<file path="src/rtl/csi2_pkt_parser.sv">
// CSI-2 packet-layer parser: strips header/CRC from long packets into a video stream, turns FS/FE into pulses.
// Define CSI2_PAYLOAD_CRC_EN to build the payload CRC-16 checker driving crc_err_o.
`timescale 1ns/1ps
module csi2_pkt_parser #(
  parameter logic [5:0] DATA_TYPE       = 6'h2B,
  parameter logic [1:0] VIRTUAL_CHANNEL = 2'd0
) (
  input  logic        clk_i,
  input  logic        rst_n_i,
  input  logic [31:0] pkt_tdata_i,
  input  logic [3:0]  pkt_tstrb_i,
  input  logic        pkt_tvalid_i,
  input  logic        pkt_tlast_i,
  output logic [31:0] video_tdata_o,
  output logic [3:0]  video_tstrb_o,
  output logic        video_tvalid_o,
  output logic        video_tlast_o,
  output logic        video_tuser_o,
  output logic        frame_start_o,
  output logic        frame_end_o,
  output logic [15:0] frame_num_o,
  output logic        pkt_err_o,
  output logic        crc_err_o
);
  typedef enum logic [1:0] {ST_IDLE, ST_PAYLOAD, ST_DROP} state_t;

  state_t      state_q, state_d;
  logic [15:0] rem_q, rem_d;
  logic        sof_pending_q, sof_pending_d;
  logic [15:0] frame_num_q, frame_num_d;
  logic [31:0] video_tdata_q, video_tdata_d;
  logic [3:0]  video_tstrb_q, video_tstrb_d;
  logic        video_tvalid_q, video_tvalid_d;
  logic        video_tlast_q, video_tlast_d;
  logic        video_tuser_q, video_tuser_d;
  logic        frame_start_q, frame_start_d;
  logic        frame_end_q, frame_end_d;
  logic        pkt_err_q, pkt_err_d;

  logic [5:0]  hdr_dt;
  logic [1:0]  hdr_vc;
  logic [15:0] hdr_wc;
  logic [2:0]  beat_n;
  logic        hdr_accept;
  logic        payload_beat;
  logic        unused_tstrb;

  assign hdr_dt       = pkt_tdata_i[5:0];
  assign hdr_vc       = pkt_tdata_i[7:6];
  assign hdr_wc       = pkt_tdata_i[23:8];
  assign beat_n       = (rem_q > 16'd4) ? 3'd4 : rem_q[2:0];
  assign hdr_accept   = (state_q == ST_IDLE) && pkt_tvalid_i && !pkt_tlast_i &&
                        (hdr_dt >= 6'h10) && (hdr_dt == DATA_TYPE) &&
                        (hdr_vc == VIRTUAL_CHANNEL) && (hdr_wc != 16'd0);
  assign payload_beat = (state_q == ST_PAYLOAD) && pkt_tvalid_i;
  // Input strobes carry no information here: the byte count comes from WC.
  assign unused_tstrb = ^pkt_tstrb_i;

  always_comb begin
    state_d        = state_q;
    rem_d          = rem_q;
    sof_pending_d  = sof_pending_q;
    frame_num_d    = frame_num_q;
    video_tdata_d  = 32'd0;
    video_tstrb_d  = 4'd0;
    video_tvalid_d = 1'b0;
    video_tlast_d  = 1'b0;
    video_tuser_d  = 1'b0;
    frame_start_d  = 1'b0;
    frame_end_d    = 1'b0;
    pkt_err_d      = 1'b0;

    case (state_q)
      ST_IDLE: begin
        if (pkt_tvalid_i) begin
          if (hdr_dt < 6'h10) begin
            if (hdr_dt == 6'h00) begin
              frame_start_d = 1'b1;
              frame_num_d   = hdr_wc;
              sof_pending_d = 1'b1;
            end else if (hdr_dt == 6'h01) begin
              frame_end_d = 1'b1;
            end
          end else if (hdr_accept) begin
            rem_d   = hdr_wc;
            state_d = ST_PAYLOAD;
          end else if (!pkt_tlast_i) begin
            state_d = ST_DROP;
          end
        end
      end
      ST_PAYLOAD: begin
        if (pkt_tvalid_i) begin
          // Words holding only CRC bytes (rem == 0) produce no output beat.
          if (rem_q != 16'd0) begin
            video_tvalid_d = 1'b1;
            video_tdata_d  = pkt_tdata_i;
            for (int i = 0; i < 4; i++) video_tstrb_d[i] = (i < int'(beat_n));
            video_tlast_d  = (rem_q <= 16'd4) || pkt_tlast_i;
            video_tuser_d  = sof_pending_q;
            sof_pending_d  = 1'b0;
            pkt_err_d      = pkt_tlast_i && (rem_q > 16'd4);
            rem_d          = rem_q - {13'd0, beat_n};
          end
          if (pkt_tlast_i) state_d = ST_IDLE;
        end
      end
      ST_DROP: begin
        if (pkt_tvalid_i && pkt_tlast_i) state_d = ST_IDLE;
      end
      default: state_d = ST_IDLE;
    endcase
  end

  always_ff @(posedge clk_i or negedge rst_n_i) begin
    if (!rst_n_i) begin
      state_q        <= ST_IDLE;
      rem_q          <= 16'd0;
      sof_pending_q  <= 1'b0;
      frame_num_q    <= 16'd0;
      video_tdata_q  <= 32'd0;
      video_tstrb_q  <= 4'd0;
      video_tvalid_q <= 1'b0;
      video_tlast_q  <= 1'b0;
      video_tuser_q  <= 1'b0;
      frame_start_q  <= 1'b0;
      frame_end_q    <= 1'b0;
      pkt_err_q      <= 1'b0;
    end else begin
      state_q        <= state_d;
      rem_q          <= rem_d;
      sof_pending_q  <= sof_pending_d;
      frame_num_q    <= frame_num_d;
      video_tdata_q  <= video_tdata_d;
      video_tstrb_q  <= video_tstrb_d;
      video_tvalid_q <= video_tvalid_d;
      video_tlast_q  <= video_tlast_d;
      video_tuser_q  <= video_tuser_d;
      frame_start_q  <= frame_start_d;
      frame_end_q    <= frame_end_d;
      pkt_err_q      <= pkt_err_d;
    end
  end

  assign video_tdata_o  = video_tdata_q;
  assign video_tstrb_o  = video_tstrb_q;
  assign video_tvalid_o = video_tvalid_q;
  assign video_tlast_o  = video_tlast_q;
  assign video_tuser_o  = video_tuser_q;
  assign frame_start_o  = frame_start_q;
  assign frame_end_o    = frame_end_q;
  assign frame_num_o    = frame_num_q;
  assign pkt_err_o      = pkt_err_q;

`ifdef CSI2_PAYLOAD_CRC_EN
  logic [15:0] crc_q, crc_d;
  logic [15:0] crc_rx_q, crc_rx_d;
  logic [1:0]  crc_cnt_q, crc_cnt_d;
  logic        crc_err_q, crc_err_d;

  // Reflected form of x^16+x^12+x^5+1 so bits are consumed LSB-first.
  function automatic logic [15:0] crc16_byte(input logic [15:0] crc, input logic [7:0] data);
    logic [15:0] c;
    c = crc;
    for (int b = 0; b < 8; b++) begin
      if (c[0] ^ data[b]) c = (c >> 1) ^ 16'h8408;
      else                c = c >> 1;
    end
    return c;
  endfunction

  always_comb begin
    crc_d     = crc_q;
    crc_rx_d  = crc_rx_q;
    crc_cnt_d = crc_cnt_q;
    crc_err_d = 1'b0;
    if (hdr_accept) begin
      crc_d     = 16'hFFFF;
      crc_rx_d  = 16'd0;
      crc_cnt_d = 2'd0;
    end else if (payload_beat) begin
      // Bytes past the payload are the received CRC, low byte first, possibly split across words.
      for (int i = 0; i < 4; i++) begin
        if (i < int'(beat_n)) begin
          crc_d = crc16_byte(crc_d, pkt_tdata_i[8*i +: 8]);
        end else if (crc_cnt_d != 2'd2) begin
          if (crc_cnt_d == 2'd0) crc_rx_d[7:0]  = pkt_tdata_i[8*i +: 8];
          else                   crc_rx_d[15:8] = pkt_tdata_i[8*i +: 8];
          crc_cnt_d = crc_cnt_d + 2'd1;
        end
      end
      crc_err_d = pkt_tlast_i && (crc_d != crc_rx_d);
    end
  end

  always_ff @(posedge clk_i or negedge rst_n_i) begin
    if (!rst_n_i) begin
      crc_q     <= 16'd0;
      crc_rx_q  <= 16'd0;
      crc_cnt_q <= 2'd0;
      crc_err_q <= 1'b0;
    end else begin
      crc_q     <= crc_d;
      crc_rx_q  <= crc_rx_d;
      crc_cnt_q <= crc_cnt_d;
      crc_err_q <= crc_err_d;
    end
  end

  assign crc_err_o = crc_err_q;
`else
  assign crc_err_o = 1'b0;
`endif

endmodule
</file>
<file path="config.mk">
export PLATFORM = sky130hd
export DESIGN_NAME = csi2_pkt_parser
export DESIGN_NICKNAME = d
export VERILOG_FILES = /design/src/rtl/csi2_pkt_parser.sv
export SDC_FILE = /design/constraint.sdc
export NUM_CORES = 1
export LEC_CHECK = 0
export CORE_MARGIN = 2
export CORE_UTILIZATION = 42
export DETAILED_ROUTE_END_ITERATION = 8
export PLACE_DENSITY = 0.74
export SKIP_CTS_REPAIR_TIMING = 1
export SYNTH_ARGS = -nofsm -noshare
export SYNTH_HDL_FRONTEND = slang
export SYNTH_SLANG_ARGS = --single-unit
</file>
<file path="constraint.sdc">
create_clock -name clk_i -period 2 [get_ports clk_i]
set_input_delay 0.3 -clock clk_i [delete_from_list [all_inputs] [get_ports clk_i]]
set_output_delay 0.3 -clock clk_i [all_outputs]
set_load 0.05 [all_outputs]
</file>
==> results.md, run 1 <==
* Layout area overhead at 55.2%
* Commonest non-fill, non-tap cell in the layout: clkdlybuf4s50_1
* Final hold vios at 0
* RSZ-0062 raised after global routing: true
* Remaining DRCs at 0
* Final ANT Viol Nets at 0
* Worst R2R Setup Slack at -0.03 ns
* Wire per inst at about 16 um
* Mapped Cells at roughly 290
* Vias in the first global route at roughly 2.8k
* Commonest cells after routing, fill and taps aside: clkdlybuf4s50_1, dfrtp_1, buf_4
* Worst-case clock buffer depth at 2
* Worst slack at placement at -0.444 ns
* Number of flops mapped to enable cells by yosys at 0
* Outcome: finished, violations left
* Worst reg-to-reg path cell count at 7
* CP Data Arrival Time at between 2 and 2.5 ns
* Chip Width at slightly above 90 um
* Fin worst setup slack at -0.0300 ns
* Initial Utilization at 0.429
* Diode count at 0
* Area contributors post-synth: dfrtp_1, and2_1, mux2_2
* CP endpoint: rem_q[1]
* CTS Buf Count at 9
* Util after Layout at 0.666
* IO Port Bufs at between 90 and 100
* Initial antenna violation count at 0
* Clk_lat worst skew at about 0.35 ns
* Sink Count at 77
* Fin Clk Skew at ~0.0073 ns
* Nets at 491
* TNS Setup at -0.0563 ns
* Final period util at 1.02
* Top cell type's share of synthesized area at 0.584
* Pre-Repair DR Iteration Count at 4
* Synthesis Warnings at 0
* Power per Cell Area at 639 mW/mm2
* Syn Area/Cell at about 11 um2
* Mapped cell area at approximately 0.0033 mm2
* Slew margin rel. at 0.648
* Distinct cell type count after synthesis at 56
* Total wire length at about 8900 um
* CP startpoint: rem_q[3]
* Ys async rst share at 1.00
* Seq cells post-synth at 77
* Hold crit path type: in -> async
* Global-route wire length before repair at 13800 um
* Gpl congestion at approximately 0.95
* Total congestion overflow at 0
* Final Critical Period at about 2.0 ns
* Final-report max-slew violation count at 0
* Peak supply drop at around 260 uV
* Final setup viols at 5
* Reg2Reg Launch Point: rem_q[3]
* CTS tree: yes
* Layout cells sized above 1 at 0.269
* Io pins at 99
* Initial DRC count at ~210
* FP Rows at 32
* Core Region at 0.00769 mm2
* Worst slew pin tran at between 0.5 and 0.6 ns
* Req. time, crit path at roughly 2.3 ns
* Clock-pin slew on the worst setup and hold paths at ~0.08 ns
* Worst R2R End: rem_q[1]
* Post-synthesis sequential area ratio at 0.584
* Main flop type after synthesis: dfrtp_1
* GRT Util Overall at 0.208
* Via density per instance at roughly 5.2
* Die area at between 0.008 and 0.009 mm2
* Crit path launch type: flip-flop
* Via count at around 2.9k
* WS Path Type: reg -> reg
* H-tree levels at 3
* Yosys top cell by area: dfrtp_1
* Worst Hold Slack at 0.436 ns
* Largest net degree at the start of global routing at just over 40
* CTS root buffer: clkbuf_8
* CP Max Fanout at 7
* Maxcap violations at 0
* Leakage Power at 2.39 nW
* Die height at between 90 and 100 um
* Max Fclk at 493 MHz
* Critical path capture point type: flip-flop
* Failing checks: negative setup slack
* Final HPWL DP at 6450 um
stage by stage:
stage / instances / instance area [um2] / total power, mW
after global routing: 556 / 5120 / 3.39
after CTS: 548 / 4970 / 3.28
after floorplan: 292 / 3300 / 1.86
final: 556 / 5120 / 3.27
after global placement: 533 / 4770 / 2.11
after detailed placement: 533 / 4770 / 2.11
worst min-delay path by stage:
stage,from,end,slack [ns],cells after the start
floorplan,rst_n_i,frame_end_o,0.004,0
global placement,rst_n_i,rem_q[1],0.28,1
detailed placement,rst_n_i,video_tstrb_o[2],0.28,1
CTS,rst_n_i,video_tstrb_o[2],-0.09,1
global route,pkt_tdata_i[28],video_tdata_o[28],0.49,2
finish,rst_n_i,video_tstrb_o[2],0.44,2
metal layers:
metal  GRT usage  vias up  part of all wire
met5           0        -                 0
met4      0.0858        0             0.019
met3      0.0325       16             0.059
met2       0.338      115              0.51
met1       0.279     1388              0.41
li1            -     1355                 -
registers in the layout, indices dropped and copies added, names as in the netlist:
register,cells
sof_pending_q,1
video_tdata_o,32
pkt_err_o,1
frame_num_o,16
frame_end_o,1
video_tvalid_o,1
rem_q,16
video_tstrb_o,4
state_q,2
frame_start_o,1
video_tuser_o,1
video_tlast_o,1
synthesized netlist by cell type, types with 3 or more instances:
cell type  instances
o21ai_0            5
or4_1              3
a21oi_1           10
mux2_2            16
dfrtp_1           77
nor2_1            24
or3_1              4
o22a_1             3
inv_1              6
clkbuf_1          10
nand2_1           14
a31oi_1            4
and2_1            35
nor4_1            10
o2bb2ai_1          3
and3_1             3
nor3_1            10
critical path, cell delays in order, from the launching register on:
cell,delay [ns]
dfrtp_1,0.41
or4_4,0.56
nor4_4,0.27
a21o_4,0.21
inv_8,0.06
nor2_4,0.09
buf_4,0.14
mux2i_1,0.20
final cells by class:
| class | instances | area, um2 |
|---|---|---|
| clock buffer | 10 | 138 |
| clock inverter | 5 | 58.8 |
| fill | 590 | 2560 |
| inverter | 7 | 33.8 |
| multi-input combinational | 193 | 1340 |
| sequential | 77 | 1930 |
| tap | 102 | 128 |
| timing repair buffer | 162 | 1500 |
power breakdown:
part | internal (mW) | switching [mW] | leakage [nW] | total (mW)
sequential | 1.60 | 0.0287 | 1.05 | 1.63
clock | 0.605 | 0.575 | 0.0948 | 1.18
combinational | 0.213 | 0.252 | 1.25 | 0.465
cell families (layout without fill, tap and decap cells):
kind of cell,count (synthesis),after routing,share of synthesized area
flops,77,77,0.584
buf+inv,22,184,0.0311
other cells,1,2,0.00114
mux,17,17,0.0576
simple gates,121,121,0.208
fa+ha+maj,1,1,0.00379
compound gates,52,52,0.115
Note: power is estimated with default switching activity, not from simulation.
==> run 2, diff against run 1 <==
--- a/config.mk
+++ b/config.mk
@@ -7,6 +7,7 @@
 export LEC_CHECK = 0
 export CORE_MARGIN = 2
 export CORE_UTILIZATION = 42
+export CTS_CLUSTER_DIAMETER = 80
 export DETAILED_ROUTE_END_ITERATION = 8
 export PLACE_DENSITY = 0.74
 export SKIP_CTS_REPAIR_TIMING = 1
==> results of run 2 <==
Final layout, timing and power as in run 1 (identical DEF).
==> run 3, diff against run 2 <==
--- a/config.mk
+++ b/config.mk
@@ -8,6 +8,7 @@
 export CORE_MARGIN = 2
 export CORE_UTILIZATION = 42
 export CTS_CLUSTER_DIAMETER = 80
+export CTS_CLUSTER_SIZE = 8
 export DETAILED_ROUTE_END_ITERATION = 8
 export PLACE_DENSITY = 0.74
 export SKIP_CTS_REPAIR_TIMING = 1
==> results of run 3 <==
Final layout, timing and power as in run 1 (identical DEF).
